[src/rtl/uart_transmitter_pkg.sv]
// Shared UART definitions: frame geometry, FSM state encoding and divider sizing.
package uart_transmitter_pkg;

  localparam int OVERSAMPLE      = 16;
  localparam int DATA_BITS       = 8;
  localparam int CLK_DIV_DEFAULT = 651;

  typedef enum logic [1:0] {
    ST_IDLE  = 2'd0,
    ST_START = 2'd1,
    ST_DATA  = 2'd2,
    ST_STOP  = 2'd3
  } uart_state_t;

  // A divide-by-1 still needs a one-bit counter to stay legal.
  function automatic int div_width(input int div);
    return (div > 1) ? $clog2(div) : 1;
  endfunction

endpackage

[src/rtl/uart_baud_tick.sv]
// Clearable clock divider: one-cycle tick every CLK_DIV clocks, held at zero while clr.
module uart_baud_tick
  import uart_transmitter_pkg::*;
#(
  parameter int CLK_DIV = CLK_DIV_DEFAULT
) (
  input  logic clk,
  input  logic reset,
  input  logic clr,
  output logic tick
);

  localparam int            W    = div_width(CLK_DIV);
  localparam logic [W-1:0]  LAST = W'(CLK_DIV - 1);

  logic [W-1:0] div_reg;
  logic         wrap;

  assign wrap = (div_reg == LAST);

  always_ff @(posedge clk or negedge reset) begin
    if (!reset) begin
      div_reg <= '0;
    end else if (clr || wrap) begin
      div_reg <= '0;
    end else begin
      div_reg <= div_reg + 1'b1;
    end
  end

  assign tick = wrap & ~clr;

endmodule

[src/rtl/uart_transmitter.sv]
// UART transmitter: 8N1 framing, 16x oversample timebase, registered outputs.
module uart_transmitter
  import uart_transmitter_pkg::*;
#(
  parameter int CLK_DIV = CLK_DIV_DEFAULT
) (
  input  logic       clk,
  input  logic       reset,
  input  logic       TXEn,
  input  logic       TXStart,
  input  logic [7:0] TXData,
  output logic       UARTTx,
  output logic       TXBusy,
  output logic       TXStatus
);

  localparam int TICK_W = $clog2(OVERSAMPLE);
  localparam int BIT_W  = $clog2(DATA_BITS);

  uart_state_t           state_reg, state_next;
  logic [DATA_BITS-1:0]  shift_reg, shift_next;
  logic [TICK_W-1:0]     tick_cnt_reg, tick_cnt_next;
  logic [BIT_W-1:0]      bit_cnt_reg, bit_cnt_next;
  logic                  tx_reg, tx_next;
  logic                  busy_reg, busy_next;
  logic                  status_reg, status_next;
  logic                  tick;
  logic                  bit_done;
  logic                  accept;

  // Divider only runs while a frame is in flight, so every bit starts phase-aligned.
  uart_baud_tick #(
    .CLK_DIV (CLK_DIV)
  ) u_baud_tick (
    .clk   (clk),
    .reset (reset),
    .clr   (state_reg == ST_IDLE),
    .tick  (tick)
  );

  assign bit_done = tick && (tick_cnt_reg == TICK_W'(OVERSAMPLE - 1));
  assign accept   = TXStart && TXEn && !busy_reg;

  always_comb begin
    state_next    = state_reg;
    shift_next    = shift_reg;
    tick_cnt_next = tick_cnt_reg;
    bit_cnt_next  = bit_cnt_reg;
    status_next   = 1'b0;

    if (state_reg == ST_IDLE) begin
      tick_cnt_next = '0;
    end else if (tick) begin
      tick_cnt_next = tick_cnt_reg + 1'b1;
    end

    case (state_reg)
      ST_IDLE: begin
        if (accept) begin
          state_next = ST_START;
          shift_next = TXData;
        end
      end
      ST_START: begin
        if (bit_done) begin
          state_next   = ST_DATA;
          bit_cnt_next = '0;
        end
      end
      ST_DATA: begin
        if (bit_done) begin
          shift_next = shift_reg >> 1;
          if (bit_cnt_reg == BIT_W'(DATA_BITS - 1)) begin
            state_next = ST_STOP;
          end else begin
            bit_cnt_next = bit_cnt_reg + 1'b1;
          end
        end
      end
      ST_STOP: begin
        if (bit_done) begin
          state_next  = ST_IDLE;
          status_next = 1'b1;
        end
      end
      default: state_next = ST_IDLE;
    endcase

    // Outputs are decoded from the next state so they register in step with it.
    case (state_next)
      ST_START: tx_next = 1'b0;
      ST_DATA:  tx_next = shift_next[0];
      default:  tx_next = 1'b1;
    endcase
    busy_next = (state_next != ST_IDLE);
  end

  always_ff @(posedge clk or negedge reset) begin
    if (!reset) begin
      state_reg    <= ST_IDLE;
      shift_reg    <= '0;
      tick_cnt_reg <= '0;
      bit_cnt_reg  <= '0;
      tx_reg       <= 1'b1;
      busy_reg     <= 1'b0;
      status_reg   <= 1'b0;
    end else begin
      state_reg    <= state_next;
      shift_reg    <= shift_next;
      tick_cnt_reg <= tick_cnt_next;
      bit_cnt_reg  <= bit_cnt_next;
      tx_reg       <= tx_next;
      busy_reg     <= busy_next;
      status_reg   <= status_next;
    end
  end

  assign UARTTx   = tx_reg;
  assign TXBusy   = busy_reg;
  assign TXStatus = status_reg;

endmodule

[config.mk]
export PLATFORM = sky130hd
export DESIGN_NAME = uart_transmitter
export DESIGN_NICKNAME = d
export VERILOG_FILES = /design/src/rtl/uart_transmitter_pkg.sv /design/src/rtl/uart_baud_tick.sv /design/src/rtl/uart_transmitter.sv
export SDC_FILE = /design/constraint.sdc
export NUM_CORES = 1
export LEC_CHECK = 0
export BUFFER_PORTS_ARGS = -buffer_cell sky130_fd_sc_hd__buf_2
export CORE_MARGIN = 5
export CORE_UTILIZATION = 30
export CTS_CLUSTER_DIAMETER = 120
export DETAILED_ROUTE_END_ITERATION = 10
export PLACE_DENSITY = 0.54
export REMOVE_ABC_BUFFERS = 1
export SLEW_MARGIN = 30
export SYNTH_ARGS = -nofsm -noshare
export SYNTH_HDL_FRONTEND = slang
export SYNTH_HIERARCHICAL = 1
export SYNTH_SLANG_ARGS = --single-unit
[constraint.sdc]
create_clock -name clk -period 5.62 [get_ports clk]
set_input_delay 0.281 -clock clk [delete_from_list [all_inputs] [get_ports clk]]
set_output_delay 0.281 -clock clk [all_outputs]
set_load 0.1 [all_outputs]
# Word level (Yosys, flattened, before mapping)
# Index checks and enable logic that the tools add are counted.
[op_classes]
n_bitwise = 2
n_eq_ne = 12
addsub = 3
reduce_logical = 12
muxes = 19
[ops]
columns = ["operator", "count"]
rows = [
  ["$mux 8", 2],
  ["$pmux 8 s2", 1],
  ["$add 10x1->10 const B", 1],
  ["$eq 10x10->1 const B", 1],
  ["$mux 10", 1],
  ["$mux 2", 5],
  ["$mux 3", 3],
  ["$mux 4", 2],
  ["$ne 2x2->1 const B", 4],
  ["$pmux 2 s4", 1],
  ["$reduce_bool 2->1", 4],
  ["$eq 2x2->1 const B", 3],
  ["$pmux 3 s2", 1],
  ["$add 4x1->4 const B", 1],
  ["$eq 2x1->1 const B", 2],
  ["$eq 4x4->1 const B", 1],
  ["$reduce_and 4->1", 1],
  ["$add 3x1->3 const B", 1],
  ["$eq 3x3->1 const B", 1],
  ["$logic_and 1x1->1", 3],
  ["$reduce_and 3->1", 1],
  ["$logic_not 2->1", 1],
  ["$mux 1", 2],
  ["$pmux 1 s2", 1],
  ["4 further kinds", 4],
]
[totals]
register_bits = 30
out_inout_bits = 3
elab_cells = 57

# Logic depth before layout (Yosys ltp)
# Gate-level depths: netlist of the first run.
[logic_depth]
depth_word = 8
mapped_depth = 10
depth_no_buf = 10

# Hierarchy
# The synthesis of the first run kept the hierarchy.
[modules_own_cells]
columns = ["mod", "cells_each", "area_per_inst_um2", "seq_area_each_um2", "instances"]
rows = [
  ["uart_transmitter", 83, 957.2, 501.7, 1],
  ["uart_baud_tick", 50, 508.0, 250.2, 1],
]

# Worst setup path before layout of the first run
# No wires, ideal clock.
[synth_path]
path_kind = "flip-flop to flip-flop"
startpoint = "register u_baud_tick.div_reg[0]"
endpoint = "register shift_reg[7]"
period_less_slack_ns = 2.370
stages_incl_launch_ff = 10
slack_ns = 3.250
arrival_ns = 2.249
path_cell_list = "dfrtp_1 -> inv_1 -> ha_1 -> nor4b_1 -> nand4_1 -> nor2_1 -> nand4_4 -> nor3b_4 -> nor2_1 -> a22o_2"
[synth_via]
elab_chain_len = 5
[synth_lines]
columns = ["item", "line", "source"]
rows = [
  ["from (decl)", "uart_baud_tick.sv:16", "logic [W-1:0] div_reg;"],
  ["from (signal assigned)", "uart_baud_tick.sv:27", "div_reg <= div_reg + 1'b1;"],
  ["$eq 10x10->1", "uart_baud_tick.sv:19", "assign wrap = (div_reg == LAST);"],
  ["$and 1x1->1", "uart_baud_tick.sv:31", "assign tick = wrap & ~clr;"],
  ["via tick", "uart_transmitter.sv:27", "logic tick;"],
  ["$logic_and 1x1->1", "uart_transmitter.sv:41", "assign bit_done = tick && (tick_cnt_reg == TICK_W'(OVERSAMPLE - 1));"],
  ["$ne 2x2->1 (no line)", "-", ""],
  ["$reduce_and 3->1 (no line)", "-", ""],
  ["to (signal assigned)", "uart_transmitter.sv:109", "shift_reg <= shift_next;"],
  ["to (decl)", "uart_transmitter.sv:21", "logic [DATA_BITS-1:0] shift_reg, shift_next;"],
]
# The timed path passes the listed nets, and every way through them passes these cells.
# A chain may end at the register's enable or synchronous reset.

# Worst setup path after layout of the first run
# Same ends and word-level chain as after synthesis.

==> metrics.cfg, run 1 <==
[synth]
synth_ff_type = dfrtp_1
ys_seq_area_share_pct = 51.3
synth_area_leader_cell = dfrtp_1
syn_inst = 133
ys_ff_latch = 30
synth_edf_count = 0
ys_types = 41
synth.area.top_cells = dfrtp_1, nand2_1, ha_1, a22oi_1, a22o_1
synth_top_area_share_pct = 49.5
synth.avg_cell_area_um2 = 11.0
synthArstFlopShare_pct = 100
synth.cell_area_um2 = 1470
yosys_warnings = 6

[clock_tree]
tritoncts = done
clock-sinks = 30
cts_made_buffers = 5
cts-root-buf = clkbuf_8
post_cts_resized = 0
clk_pin_slew_worst_paths_ps = 70
clock_path_buffers = 2
hold_buffers = 0
clk_latency_ps = 280
cts_setup_buffers = 0
htreeDepth = 2

[routing]
postRouteAntennaNets = 0
drt_iter0_drc = 47
firstDrtPassIters = 4
wl_per_cell_um = 12.4
wl_met2_um = 1300
dr_wl_met3_um = 108
drc = 0
via_count = 1034
highest_layer = met4
routedLengthMet1_um = 1270
wl_um = 2710
via_per_inst = 4.74

[placed_design]
dpl_cell_area_um2 = 1600
gp_routability_congestion = 0.775
port_buffers = 14
dp_hpwl_um = 1950

[grt]
antenna_found_initial = 0
grt_first_pass_wirelength_um = 4960
grt_pass1_vias = 1093
grt-ovfl-total = 0
track_usage_pct = 10.0
grt_max_degree = 31

[worst_setup_path]
crit_required_ps = 5790
cp_num_cells = 9
r2r-start = u_baud_tick/div_reg[0]$_DFF_PN0_
worstSetupStartpointType = flop
cp_slowest_cell = nor3b_4
end_kind = flop
slowest_delay_ps = 440
path_common_cell = nor2_1
crit_family = simple AND/OR/NAND/NOR gates
worst-setup-path-type = flop to flop
path_cells = inv_1 -> ha_1 -> nor4b_1 -> nand4_1 -> nor2_1 -> nand4_4 -> nor3b_4 -> nor2_1 -> a22o_2
rr_worst_depth = 9
ff2ff_setup_slack_ps = 2960
critPathBufInv = 1
worstPathArrival_ps = 2830
crit_fanout = 9
r2r-end = shift_reg[7]$_DFFE_PN0P_

[die]
fp.dieH_um = 79.9
dieArea_um2 = 6380
io_pins = 15
die_x_um = 79.9
rows = 25
core_um2 = 4720
start_util_pct = 31.0

[timing]
slew_headroom_pct = 55.2
setup_viol_count_final = 0
maxSlewViolCount = 0
rsz0062_at_grt = false
hold_violations = 0
fin_tns_setup_ps = 0
layout_min_cycle_time_ps = 2660
timing.final.crit_share_pct = 47.4
worst_pin_slew_ps = 672
skew_ps = 6.57
max_freq_mhz = 375

[layout]
largest_register_ffs = 10
antenna_cells = 0
fin_util_pct = 35.8
layout_commonest_cell = dfrtp_1
final_net_count = 167
finish.instance_area_um2 = 1690
layout_common_cells = dfrtp_1, nand2_1, buf_2, nor2_1
area_delta_synth_final_pct = 15.5
layout-drive-gt1-share_pct = 24.5

[power_and_ir_drop]
power_mw = 0.645
power_density_nw_per_um2 = 381
vdd_drop_max_mv = 0.124
leakage_nw = 0.807

[run]
maxCapViolations = 0

[outcome]
status = finished clean

[hold_path]
hold_path.class = input pin to asynchronous set/reset pin

==> cell type report <==
cell class	count	area [um^2]
fillers	477	3030
flip-flops and latches	30	752
multi-input cells	97	683
well taps	67	83.8
clock buffers	6	82.6
repair buffers	14	70.1
clock inverters	2	12.5
inverters	2	7.51
==> cell usage after synthesis (3+ instances only) <==
cell and count:
xor2_1 5, dfrtp_1 29, nand2_1 18, a21oi_1 4, buf_2 3, or3_1 3
nor3b_1 3, o21ai_0 5, a22o_1 5, ha_1 5, nand3_1 3, nor2_1 11
a22oi_1 6
==> worst max-delay path by stage <==
stage / slack (ps) / from / end
2_1_floorplan: 3250 / u_baud_tick/div_reg[0]$_DFF_PN0_ / shift_reg[7]$_DFFE_PN0P_
3_3_place_gp: 3040 / u_baud_tick/div_reg[0]$_DFF_PN0_ / shift_reg[7]$_DFFE_PN0P_
3_5_place_dp: 2950 / u_baud_tick/div_reg[0]$_DFF_PN0_ / shift_reg[7]$_DFFE_PN0P_
4_1_cts: 2920 / u_baud_tick/div_reg[0]$_DFF_PN0_ / shift_reg[7]$_DFFE_PN0P_
5_1_grt: 2600 / u_baud_tick/div_reg[0]$_DFF_PN0_ / shift_reg[7]$_DFFE_PN0P_
6_report: 2960 / u_baud_tick/div_reg[0]$_DFF_PN0_ / shift_reg[7]$_DFFE_PN0P_
==> through the flow <==
stage | setup slack, ps | hold slack, ps | cells
6_report | 2960 | 41.1 | 218
3_5_place_dp | 2950 | 371 | 210
4_1_cts | 2920 | 61.1 | 218
5_1_grt | 2600 | 98.0 | 218
2_1_floorplan | 3250 | -14.6 | 129
3_3_place_gp | 3040 | 354 | 210
==> report_power, final <==
part / total [mW] / internal [mW] / switching (mW)
clock: 0.177 / 0.0982 / 0.0791
sequential: 0.308 / 0.262 / 0.0454
combinational: 0.160 / 0.0514 / 0.108
==> cells by family after synthesis <==
logic type	count (synthesis)	share of synthesized area, %
simple gates	56	22.9
flops	30	51.3
compound gates	26	13.2
xor+xnor	7	4.18
buf+inv	6	2.05
fa+ha+maj	5	4.27
mux	3	2.13
==> metal layers <==
layer / up-vias / GRT usage (%)
met3: 2 / 3.50
met2: 17 / 15.1
li1: 518 / -
met4: 0 / 5.07
met5: - / 0
met1: 497 / 12.6
Power figures use the tool's default switching activity.
==> run 2, diff against run 1 <==
--- a/config.mk
+++ b/config.mk
@@ -10,7 +10,7 @@
 export CORE_UTILIZATION = 30
 export CTS_CLUSTER_DIAMETER = 120
 export DETAILED_ROUTE_END_ITERATION = 10
-export PLACE_DENSITY = 0.54
+export PLACE_DENSITY = 0.56
 export REMOVE_ABC_BUFFERS = 1
 export SLEW_MARGIN = 30
 export SYNTH_ARGS = -nofsm -noshare
==> constraint.sdc (replaced) <==
create_clock -name clk -period 2.3 [get_ports clk]
set_input_delay 0.115 -clock clk [delete_from_list [all_inputs] [get_ports clk]]
set_output_delay 0.115 -clock clk [all_outputs]
set_load 0.1 [all_outputs]
==> metrics.cfg, run 2 (synthesized netlist as in run 1, its figures left out) <==
[layout]
layout_commonest_cell = dfrtp_1  ; unchanged
fillers = 466  ; was 477
antenna_cells = 0  ; unchanged
fin_util_pct = 37.2  ; was 35.8%
largest_register_ffs = 10  ; unchanged
area_delta_synth_final_pct = 19.8  ; was 15.5%
final_net_count = 174  ; was 167
layout-drive-gt1-share_pct = 28.5  ; was 24.5%
layout_common_cells = dfrtp_1, nand2_1, buf_2, nor2_1  ; unchanged

[die]
io_pins = 15  ; unchanged
start_util_pct = 31.0  ; unchanged
fp.dieH_um = 79.9  ; unchanged
rows = 25  ; unchanged
core_um2 = 4720  ; unchanged
die_x_um = 79.9  ; unchanged
dieArea_um2 = 6380  ; unchanged

[routing]
firstDrtPassIters = 3  ; was 4
wl_per_cell_um = 12.8  ; was 12.4 um
wl_um = 2890  ; was 2710 um
postRouteAntennaNets = 0  ; unchanged
via_per_inst = 4.80  ; was 4.74
drt_iter0_drc = 78  ; was 47
via_count = 1079  ; was 1034
drc = 0  ; unchanged

[grt]
grt_first_pass_wirelength_um = 4910  ; was 4960 um
grt-ovfl-total = 0  ; unchanged
antenna_found_initial = 0  ; unchanged
grt_max_degree = 31  ; unchanged
track_usage_pct = 10.0  ; about the same
grt_pass1_vias = 1112  ; was 1093

[power_and_ir_drop]
vdd_drop_max_mv = 0.283  ; was 0.124 mV
switching_power_mw = 0.581  ; was 0.233 mW
comb_power_share_pct = 28.9  ; was 24.8%
power_mw = 1.62  ; was 0.645 mW
seqPwrFrac_pct = 43.9  ; was 47.8%
swShare_pct = 35.8  ; was 36.1%
leakage_nw = 0.844  ; was 0.807 nW
power_density_nw_per_um2 = 924  ; was 381 nW/um^2
p_clk_share_pct = 27.2  ; was 27.5%
power.internal_mw = 1.04  ; was 0.412 mW

[worst_setup_path]
r2r-start = u_baud_tick/div_reg[0]$_DFF_PN0_  ; unchanged
critPathBufInv = 1  ; unchanged
crit_family = simple AND/OR/NAND/NOR gates  ; unchanged
worstSetupStartpointType = flop  ; unchanged
rr_worst_depth = 9  ; unchanged
r2r-end = shift_reg[7]$_DFFE_PN0P_  ; unchanged
worstPathArrival_ps = 2280  ; was 2830 ps
path_cells = inv_1 -> ha_1 -> nor4b_2 -> nand4_1 -> nor2_2 -> nand4_4 -> nor3b_4 -> nor2_1 -> a22o_2  ; was inv_1 -> ha_1 -> nor4b_1 -> nand4_1 -> nor2_1 -> nand4_4 -> nor3b_4 -> nor2_1 -> a22o_2
ff2ff_setup_slack_ps = 190  ; was 2960 ps
crit_fanout = 7  ; was 9
crit_required_ps = 2470  ; was 5790 ps
end_kind = flop  ; unchanged
slowest_delay_ps = 370  ; was 440 ps
cp_slowest_cell = dfrtp_1  ; was nor3b_4
worst-setup-path-type = flop to flop  ; unchanged

[timing]
timing.final.crit_share_pct = 91.9  ; was 47.4%
skew_ps = 7.24  ; was 6.57 ps
setup_viol_count_final = 0  ; unchanged
rsz0062_at_grt = false  ; unchanged
worst_pin_slew_ps = 658  ; was 672 ps
maxSlewViolCount = 0  ; unchanged
slew_headroom_pct = 56.1  ; was 55.2%
max_freq_mhz = 473  ; was 375 MHz
layout_min_cycle_time_ps = 2110  ; was 2660 ps
hold_violations = 0  ; unchanged
fin_tns_setup_ps = 0  ; unchanged

[placed_design]
port_buffers = 14  ; unchanged
gp_routability_congestion = 0.811  ; was 0.775
dp_hpwl_um = 2040  ; was 1950 um

[clock_tree]
clock-sinks = 30  ; unchanged
tritoncts = done  ; unchanged
clock_path_buffers = 2  ; unchanged
cts_made_buffers = 5  ; unchanged
cts_setup_buffers = 0  ; unchanged
clk_pin_slew_worst_paths_ps = 70  ; about the same
cts-root-buf = clkbuf_8  ; unchanged
clk_latency_ps = 280  ; about the same
htreeDepth = 2  ; unchanged

[outcome]
status = finished clean  ; unchanged

[hold_path]
min_to = shift_reg[3]$_DFFE_PN0P_
hold_path.class = input pin to flop  ; was input pin to asynchronous set/reset pin
worstHoldStart = TXData[3]
holdPathStages = 3

[run]
maxCapViolations = 0  ; unchanged

==> run 2: worst reg2reg max path, cell delays in order, from the launching register on <==
cell	delay (ps)
dfrtp_1	370
inv_1	50
ha_1	130
nor4b_2	230
nand4_1	140
nor2_2	190
nand4_4	150
nor3b_4	300
nor2_1	170
a22o_2	260
==> run 2: power by group through the flow <==
stage	Clock, mW	Combinational (mW)	Sequential [mW]
after detailed placement	0	0.470	0.721
after floorplan	0	0.198	0.854
final	0.441	0.469	0.713
after CTS	0.455	0.474	0.713
after global routing	0.479	0.517	0.726
after global placement	0	0.464	0.715
==> run 2: area by class of cell <==
type	instances	area (um^2)	share of cell area, %
tap	67	83.8	4.78
clock inverter	2	12.5	0.713
timing repair buffer	21	125	7.13
sequential	30	752	42.8
multi-input combinational	97	692	39.4
inverter	2	7.51	0.428
clock buffer	6	82.6	4.70
==> run 2: how the worst max path moves through the flow <==
stage	from	cells past startpoint	to	slack, ps
2_1_floorplan	u_baud_tick/div_reg[0]$_DFF_PN0_	9	shift_reg[7]$_DFFE_PN0P_	-70
3_3_place_gp	u_baud_tick/div_reg[0]$_DFF_PN0_	9	UARTTx$_DFF_PN1_	70
3_5_place_dp	u_baud_tick/div_reg[0]$_DFF_PN0_	9	shift_reg[7]$_DFFE_PN0P_	9
4_1_cts	u_baud_tick/div_reg[0]$_DFF_PN0_	9	shift_reg[7]$_DFFE_PN0P_	40
5_1_grt	u_baud_tick/div_reg[1]$_DFF_PN0_	9	TXBusy$_DFF_PN0_	8
6_report	u_baud_tick/div_reg[0]$_DFF_PN0_	9	shift_reg[7]$_DFFE_PN0P_	190
==> run 2: per-layer routing <==
metal	vias up	GRT usage (%)	routed length (um)
li1	527	-	-
met1	527	11.6	1320
met2	18	16.6	1410
met3	7	2.93	100
met4	0	5.07	55
met5	-	0	0
==> run 2: per-stage QoR <==
step / hold slack [ps] / instance area [um^2] / std cells / setup WS, ps
2_1_floorplan: -181 / 1440 / 129 / -69.8
3_3_place_gp: 185 / 1640 / 216 / 67.2
3_5_place_dp: 195 / 1640 / 216 / 8.85
4_1_cts: 50.0 / 1750 / 225 / 36.6
5_1_grt: 62.4 / 1760 / 225 / 8.21
6_report: 58.7 / 1760 / 225 / 187
==> run 2: timing repair <==
item,in CTS,in global routing
hold endpoints to repair,29,0
setup endpoints to repair,2,10
resized for setup,1,1
hold buffers,1,0
